<file path="config.mk">
export PLATFORM = sky130hd
export DESIGN_NAME = commit_trace_buffer
export DESIGN_NICKNAME = d
export VERILOG_FILES = /design/src/rtl/commit_trace_buffer_pkg.sv /design/src/rtl/commit_trace_buffer_fifo.sv /design/src/rtl/commit_trace_buffer.sv
export SDC_FILE = /design/constraint.sdc
export NUM_CORES = 1
export LEC_CHECK = 0
export BUFFER_PORTS_ARGS = -buffer_cell sky130_fd_sc_hd__buf_2
export CORE_MARGIN = 2
export CORE_UTILIZATION = 42
export CTS_CLUSTER_SIZE = 10
export DETAILED_ROUTE_END_ITERATION = 10
export PLACE_DENSITY = 0.72
export SLEW_MARGIN = 20
export SYNTH_ARGS = -nofsm -noshare
export SYNTH_HDL_FRONTEND = slang
export SYNTH_SLANG_ARGS = --single-unit
export TNS_END_PERCENT = 10
</file>
<file path="constraint.sdc">
create_clock -name clk -period 10.2 [get_ports clk]
set_input_delay 1.02 -clock clk [delete_from_list [all_inputs] [get_ports clk]]
set_output_delay 1.02 -clock clk [all_outputs]
set_load 0.1 [all_outputs]
</file>
<file path="src/rtl/commit_trace_buffer_pkg.sv">
// Shared types for the commit trace buffer: drain FSM states, the stored
// record layout and the overflow counter ceiling.
package commit_trace_buffer_pkg;

  typedef enum logic [1:0] {
    IDLE = 2'd0,
    B0   = 2'd1,
    B1   = 2'd2,
    B2   = 2'd3
  } drain_state_e;

  typedef struct packed {
    logic [7:0]  seq;
    logic [4:0]  idx;
    logic [31:0] data;
    logic [31:0] npc;
  } trace_rec_t;

  localparam int          REC_W       = $bits(trace_rec_t);
  localparam logic [15:0] OVF_CNT_MAX = 16'hFFFF;

  // First beat of a record: sequence number in the top byte, register index at the bottom.
  function automatic logic [31:0] header_beat(trace_rec_t rec);
    return {rec.seq, 19'b0, rec.idx};
  endfunction

endpackage

</file>
<file path="src/rtl/commit_trace_buffer_fifo.sv">
// Parameterised synchronous FIFO holding trace records. A push into a full
// FIFO is accepted only when a pop happens on the same edge.
module trace_fifo #(
  parameter  int DEPTH = 8,
  parameter  int WIDTH = 8,
  localparam int AW    = $clog2(DEPTH),
  localparam int CW    = AW + 1
) (
  input  logic             clk,
  input  logic             rst,
  input  logic             push,
  input  logic             pop,
  input  logic [WIDTH-1:0] wdata,
  output logic [WIDTH-1:0] rdata,
  output logic             full,
  output logic             empty,
  output logic [CW-1:0]    count
);

  logic [WIDTH-1:0] mem [DEPTH];
  logic [AW-1:0]    wr_ptr;
  logic [AW-1:0]    rd_ptr;
  logic             do_push;
  logic             do_pop;

  assign full    = (count == CW'(DEPTH));
  assign empty   = (count == '0);
  assign do_pop  = pop && !empty;
  assign do_push = push && (!full || do_pop);
  assign rdata   = mem[rd_ptr];

  // Pointers are AW bits wide, so the increment wraps modulo DEPTH by itself.
  always_ff @(posedge clk) begin
    if (rst) begin
      wr_ptr <= '0;
      rd_ptr <= '0;
      count  <= '0;
    end else begin
      if (do_push) wr_ptr <= wr_ptr + AW'(1);
      if (do_pop)  rd_ptr <= rd_ptr + AW'(1);
      case ({do_push, do_pop})
        2'b10:   count <= count + CW'(1);
        2'b01:   count <= count - CW'(1);
        default: count <= count;
      endcase
    end
  end

  // NOTE: storage has no reset; entries are only read once count marks them valid.
  always_ff @(posedge clk) begin
    if (do_push) mem[wr_ptr] <= wdata;
  end

endmodule

</file>
<file path="src/rtl/commit_trace_buffer.sv">
// Captures register-writeback commits as sequenced records and drains each
// one as three beats (header, data, next-PC) over a valid/ready trace port.
module commit_trace_buffer
  import commit_trace_buffer_pkg::*;
#(
  parameter int DEPTH = 8
) (
  input  logic                     clk,
  input  logic                     rst,
  input  logic                     commit_wr,
  input  logic [4:0]               commit_wr_idx,
  input  logic [31:0]              commit_wr_data,
  input  logic [31:0]              commit_NPC,
  output logic                     trace_valid,
  input  logic                     trace_ready,
  output logic [31:0]              trace_data,
  output logic                     trace_last,
  output logic                     ovf_flag,
  output logic [15:0]              ovf_cnt,
  input  logic                     ovf_clr,
  output logic [$clog2(DEPTH):0]   fifo_count
);

  localparam int CW = $clog2(DEPTH) + 1;

  drain_state_e state, state_n;
  logic [7:0]   seq;
  trace_rec_t   wr_rec;
  trace_rec_t   head;
  logic         fifo_full;
  logic         fifo_empty;
  logic         qual;
  logic         pop;
  logic         accepted;
  logic         drop;

  assign qual     = commit_wr && (commit_wr_idx != 5'd0);
  assign pop      = (state == B2) && trace_ready;
  assign accepted = qual && (!fifo_full || pop);
  assign drop     = qual && fifo_full && !pop;

  assign wr_rec = '{seq: seq, idx: commit_wr_idx, data: commit_wr_data, npc: commit_NPC};

  trace_fifo #(
    .DEPTH (DEPTH),
    .WIDTH (REC_W)
  ) u_fifo (
    .clk   (clk),
    .rst   (rst),
    .push  (qual),
    .pop   (pop),
    .wdata (wr_rec),
    .rdata (head),
    .full  (fifo_full),
    .empty (fifo_empty),
    .count (fifo_count)
  );

  always_ff @(posedge clk) begin
    if (rst) state <= IDLE;
    else     state <= state_n;
  end

  // Leaving IDLE on the push itself gives the one-cycle commit-to-B0 latency.
  always_comb begin
    // NOTE: every output gets a default first so no path can infer a latch.
    state_n     = state;
    trace_valid = 1'b0;
    trace_last  = 1'b0;
    trace_data  = '0;
    case (state)
      IDLE: if (!fifo_empty || accepted) state_n = B0;
      B0: begin
        trace_valid = 1'b1;
        trace_data  = header_beat(head);
        if (trace_ready) state_n = B1;
      end
      B1: begin
        trace_valid = 1'b1;
        trace_data  = head.data;
        if (trace_ready) state_n = B2;
      end
      B2: begin
        trace_valid = 1'b1;
        trace_last  = 1'b1;
        trace_data  = head.npc;
        if (trace_ready) state_n = (fifo_count > CW'(1) || accepted) ? B0 : IDLE;
      end
      default: state_n = IDLE;
    endcase
  end

  // Sequence advances on every qualifying commit so dropped records leave gaps.
  always_ff @(posedge clk) begin
    if (rst) begin
      seq      <= '0;
      ovf_flag <= 1'b0;
      ovf_cnt  <= '0;
    end else begin
      if (qual) seq <= seq + 8'd1;
      if (ovf_clr) begin
        ovf_flag <= 1'b0;
        ovf_cnt  <= '0;
      end else if (drop) begin
        ovf_flag <= 1'b1;
        if (ovf_cnt != OVF_CNT_MAX) ovf_cnt <= ovf_cnt + 16'd1;
      end
    end
  end

endmodule

</file>
======== Word-level counts from Yosys, hierarchy flattened ========
Memories as Yosys holds them, arrays and structs flattened. A register that Yosys moved wholly into a read port is not among the register bits.
Cells that the tools add are included.
operators by class
  add/sub/neg operators ................... 6
  order comparisons ....................... 1
  equal/unequal tests ..................... 11
  mux-type cells .......................... 14
  reduce and logical (&&, ||, !) cells .... 22
operators by type and width
  cell                                                                             count
  32-bit one-hot mux with 3 select lines                                           1
  16-bit by 1-bit adder with 16-bit output, second input constant                  1
  16-bit inequality test, second input constant                                    1
  8-bit by 1-bit adder with 8-bit output, second input constant                    1
  2-bit 2-to-1 mux                                                                 4
  2-bit inequality test, second input constant                                     4
  2-bit one-hot mux with 4 select lines                                            1
  4-bit one-hot mux with 2 select lines                                            1
  1-bit logical AND                                                                7
  3-bit by 1-bit adder with 3-bit output, second input constant                    2
  2-bit equality test, second input constant                                       3
  3-bit 2-to-1 mux                                                                 2
  1-bit 2-to-1 mux                                                                 5
  5-bit nonzero test                                                               1
  4-bit by 1-bit adder with 4-bit output, second input constant                    1
  2-bit by 1-bit equality test with 1-bit output, second input constant            2
  4-bit equality test, second input constant                                       1
  4-bit by 1-bit greater-than comparator with 1-bit output, second input constant  1
  4-bit zero test                                                                  1
  1-bit logical OR                                                                 4
  4-bit AND reduction                                                              1
  4-bit by 1-bit subtractor with 4-bit output, second input constant               1
  1-bit zero test                                                                  3
  3-bit OR reduction                                                               1
  4 further kinds                                                                  4
word-level totals
  bits in registers ....................... 37
  memory bits (writable) .................. 616
  input bits .............................. 74
  memories ................................ 1
memory list
  name        words  bits a word  rd ports  clocked after Yosys merged registers in  wr ports  line                            text
  u_fifo.mem  8      77           1         1                                        1         commit_trace_buffer_fifo.sv:20  logic [WIDTH-1:0] mem [DEPTH];

======== Logic depth before layout (Yosys ltp) ========
  depth in word-level cells ............... 8
  mapped depth ............................ 10

======== Cells and area by module ========
A second synthesis with hierarchy kept.
unflattened totals
  cells, all modules ...................... 1240
  area, all modules ....................... 26162.6 um2
modules (own cells, without submodules)
  module               times used  cells each  area each (um2)  sequential area each (um2)
  trace_fifo           1           976         24094.4          18758.0
  commit_trace_buffer  1           264         2068.2           540.5

======== Least setup slack after synthesis ========
Ideal clock, no wire load.
  path kind ............................... register to register
  from .................................... register state[0]
  to ...................................... memory u_fifo.mem[0][0] (netlist bit) (enable)
  library setup time ...................... 702 ps
  arrival ................................. 9488 ps
  required time ........................... 9498 ps
  setup slack ............................. 10 ps
  stages on the path, launching flop included .. 7
  period minus slack after synthesis ...... 10190 ps
  path through ............................ dfxtp_1 ha_1 nand2_1 nand4b_1 clkbuf_1 nand2_1 nor4_1
between the ends
  word-level cells in the longest chain between the ends .. 7
RTL lines
  element                                 line                            text
  from (decl)                             commit_trace_buffer.sv:26       drain_state_e state, state_n;
  from (signal assigned)                  commit_trace_buffer.sv:61       else state <= state_n;
  2-bit equality test                     commit_trace_buffer.sv:38       assign pop = (state == B2) && trace_ready;
  1-bit logical AND                       commit_trace_buffer.sv:38
  1-bit logical AND                       commit_trace_buffer_fifo.sv:28  assign do_pop = pop && !empty;
  1-bit logical OR                        commit_trace_buffer_fifo.sv:29  assign do_push = push && (!full || do_pop);
  1-bit logical AND                       commit_trace_buffer_fifo.sv:29
  1-bit 2-to-1 mux                        commit_trace_buffer_fifo.sv:51  if (do_push) mem[wr_ptr] <= wdata;
  1-bit 2-to-1 mux (not written as such)  commit_trace_buffer_fifo.sv:51
  to (decl)                               commit_trace_buffer_fifo.sv:20
Every way passes these cells.

==> summary.txt <==
Outcome
  – Outcome: complete, no violations

Critical path
  – Arrival time worst endpoint: slightly below 4000 ps
  – Endpoint class of the critical path: output pin
  – Startpoint class of the critical path: flop
  – Crit path kind: flop to output pin
  – Critical path peak fanout: 105
  – Reg2Reg Depth: 6
  – Reg2reg setup slack: 6150 ps
  – Worst r2r src: state[1]$_SDFFE_PP0P_
  – WP data required: roughly 9000 ps
  – Crit Reg-Reg Endpoint: u_fifo.mem[6][29]$_DFFE_PP_
  – CP endpoint: trace_data[0]

Final layout
  – Commonest non-fill, non-tap cells in the layout: edfxtp_1 (616), mux2i_1 (143), buf_2 (128), mux4_2 (104), clkbuf_16 (79)
  – Register area: 19300 µm²
  – Layout cells sized above 1: roughly 24%
  – Layout net count: around 1600
  – Area delta synth->final: 14.8%
  – Commonest non-fill, non-tap cell in the layout: edfxtp_1
  – Area of the multi-input gates: 5870 µm²
  – Fill count: around 4800
  – Non-filler cells, final: 2279

Synthesis
  – Most used DFF post-synth: edfxtp_1
  – Register area share after synthesis: 75.9%
  – Avg Synthesized Cell Area: between 15 and 20 µm²
  – Synth Cell Area: 25400 µm²
  – Cells after Synth: 1298
  – Syn Nets: 1385
  – Post-synth ARST share: 0%
  – Library cells used by synthesis: 46
  – Synth warn: 0
  – EDFF count, synth: a little over 600
  – Synth Register Bits: 656

Clocking
  – Post-CTS Setup Repair Bufs: 0
  – Total CTS buffers: 76
  – CTS tree: done
  – Clk pin slew, worst setup/hold paths: about 50 ps
  – CTS HTree Levels: 3
  – PostCTS Resize Cnt: 0
  – Worst-skew pair later-pin latency: about 600 ps
  – Clk Tree Root Cell: clkbuf_16
  – Maximum buffer depth of the clock tree: 3
  – Clock sink count: 656
  – Hold buffers post-CTS: 0

Placed design
  – Placer Congestion: 0.816
  – HPWL Detailed: 32100 µm
  – PortBufs: around 130
  – Placed cells: 2171

Pwr
  – Maximum vdd drop: 0.211 mV
  – Pwr dens: ~200 nW/µm²
  – Leak: 9.49 nW

Detailed routing
  – Final ANT Viol Nets: 0
  – Met3 routed WL: around 4500 µm
  – Top sig layer: met5
  – Detailed Route Iter0 Violations: 1626
  – DR vias: 13000
  – Drt wl/cell: 24.8 µm
  – M1 wire length: 23600 µm
  – DRC Markers: 0
  – Routed wl met2: 26700 µm
  – Final wirelength: about 57000 µm
  – Post-DR vias/cell: 5.72
  – 1st-pass router iterations: 7

Timing
  – Hold slack final: slightly below 500 ps
  – Period utilization: just under 50%
  – Setup violators final: 0
  – Period minus WS final: 4930 ps
  – Final Slew Violations: 0
  – Endpoints failing hold: 0
  – Slew margin rel.: 26.7%
  – Worst-margin pin slew: 1100 ps
  – Post-route setup TNS: 0 ps
  – F_max: just over 200 MHz
  – Clock Skew: approximately 15 ps
  – RSZ-0062 raised after global routing: no

Floorplanning
  – Die Ht: 250 µm
  – Total core area: 60100 µm²
  – # IOs: around 130
  – Initial Util: between 40 and 50%
  – Die W: around 250 µm
  – Row count: 90
  – Die Area: 62500 µm²

Global routing
  – Largest net degree at the start of global routing: between 100 and 150
  – Antenna violations before repair: 15
  – First-pass GRT wire length: 83500 µm
  – GRT Total Usage: between 10% and 20%
  – Vias in the first global route: 13000
  – GR Overflow Total: 0

Hold path
  – Hold WC Path Type: flop to flop
  – Min-delay src: ovf_flag$_SDFFE_PP0P_

Flow run
  – Number of max-cap violations: 0
-- metrics by stage --
step / instance area, µm² / util (%) / power, mW / setup slack [ps]
CTS: 29100 / 48.5 / 5.94 / 5120
global placement: 27000 / 45.0 / 3.59 / 5810
finish: 29200 / 48.5 / 5.90 / 5270
floorplan: 25400 / - / 3.46 / 10.5
global route: 29200 / 48.5 / 6.07 / 4980
detailed placement: 27000 / 45.0 / 3.60 / 5840
-- layout make-up --
class,instances,area share [%]
multi-input combinational,569,20.1
clock buffer,93,6.96
timing repair buffer,156,3.03
clock inverter,9,0.236
sequential,656,66.2
antenna,5,0.0429
tap,782,3.35
inverter,9,0.116
-- cells in the mapped netlist, types with 2 or more instances --
library cell	count	area, µm²
a22oi_1	37	278
xnor2_1	14	123
o21ai_0	5	25.0
dfxtp_1	40	801
clkbuf_1	29	109
and3_1	2	12.5
and2_1	2	12.5
buf_2	21	105
o22ai_1	19	119
or3_1	4	25.0
nand2b_1	4	25.0
nand4b_1	2	17.5
a21o_1	3	22.5
nor3_1	10	50.1
nor2_1	43	161
ha_1	13	163
buf_1	12	45.0
nor4_1	8	50.1
mux4_2	104	2340
edfxtp_1	616	18500
xor2_1	9	78.8
and4_1	5	43.8
nand3_1	37	185
o211ai_1	25	188
mux2i_1	143	1430
nor2b_1	5	31.3
a21oi_1	22	110
nand2_1	31	116
buf_4	2	15.0
nand4_1	7	43.8
inv_1	8	30.0
nor4_2	2	25.0
-- registers in the layout, summed over array words and instances (netlist names), named ones only --
name,flops
u_fifo.count,4
u_fifo.rd_ptr,3
u_fifo.wr_ptr,3
ovf_cnt,16
ovf_flag,1
seq,8
state,2
u_fifo.mem,616
-- layer usage --
| layer | global-route usage (%) | up-vias |
|---|---|---|
| li1 | - | 5636 |
| met1 | 25.0 | 6715 |
| met2 | 27.5 | 573 |
| met3 | 4.12 | 103 |
| met4 | 6.95 | 14 |
| met5 | 0 | - |
-- where the power goes --
group | leakage, nW | internal (mW) | total [mW] | switching (mW)
Clock | 1.02 | 1.38 | 2.36 | 0.972
Combinational | 2.50 | 0.123 | 0.503 | 0.380
Sequential | 5.98 | 3.01 | 3.04 | 0.0291
-- worst min-delay path by stage --
| stage | to | depth (start not counted) |
|---|---|---|
| finish | ovf_flag$_SDFFE_PP0P_ | 2 |
| global route | ovf_cnt[15]$_SDFFE_PP0P_ | 2 |
| CTS | ovf_flag$_SDFFE_PP0P_ | 2 |
| detailed placement | ovf_flag$_SDFFE_PP0P_ | 2 |
| global placement | ovf_flag$_SDFFE_PP0P_ | 2 |
| floorplan | flop | 2 |
-- logic make-up (layout without fill, tap and decap cells) --
family	count (synthesis)	count (layout)	share of synthesized area, %
flops	656	656	75.9
mux	247	247	14.8
simple gates	167	167	3.37
compound gates	119	119	3.24
buf+inv	73	267	1.21
xor+xnor	23	23	0.792
fa+ha+maj	13	13	0.640
other cells	0	5	0
-- worst max-delay path, stage by stage, from the launching register on --
cell     delay, ps
dfxtp_4       1010
buf_12         680
nor2_1         460
a21oi_1        270
nand3_1        180
nand3_1        140
buf_2          440
(Power assumes the default switching activity.)
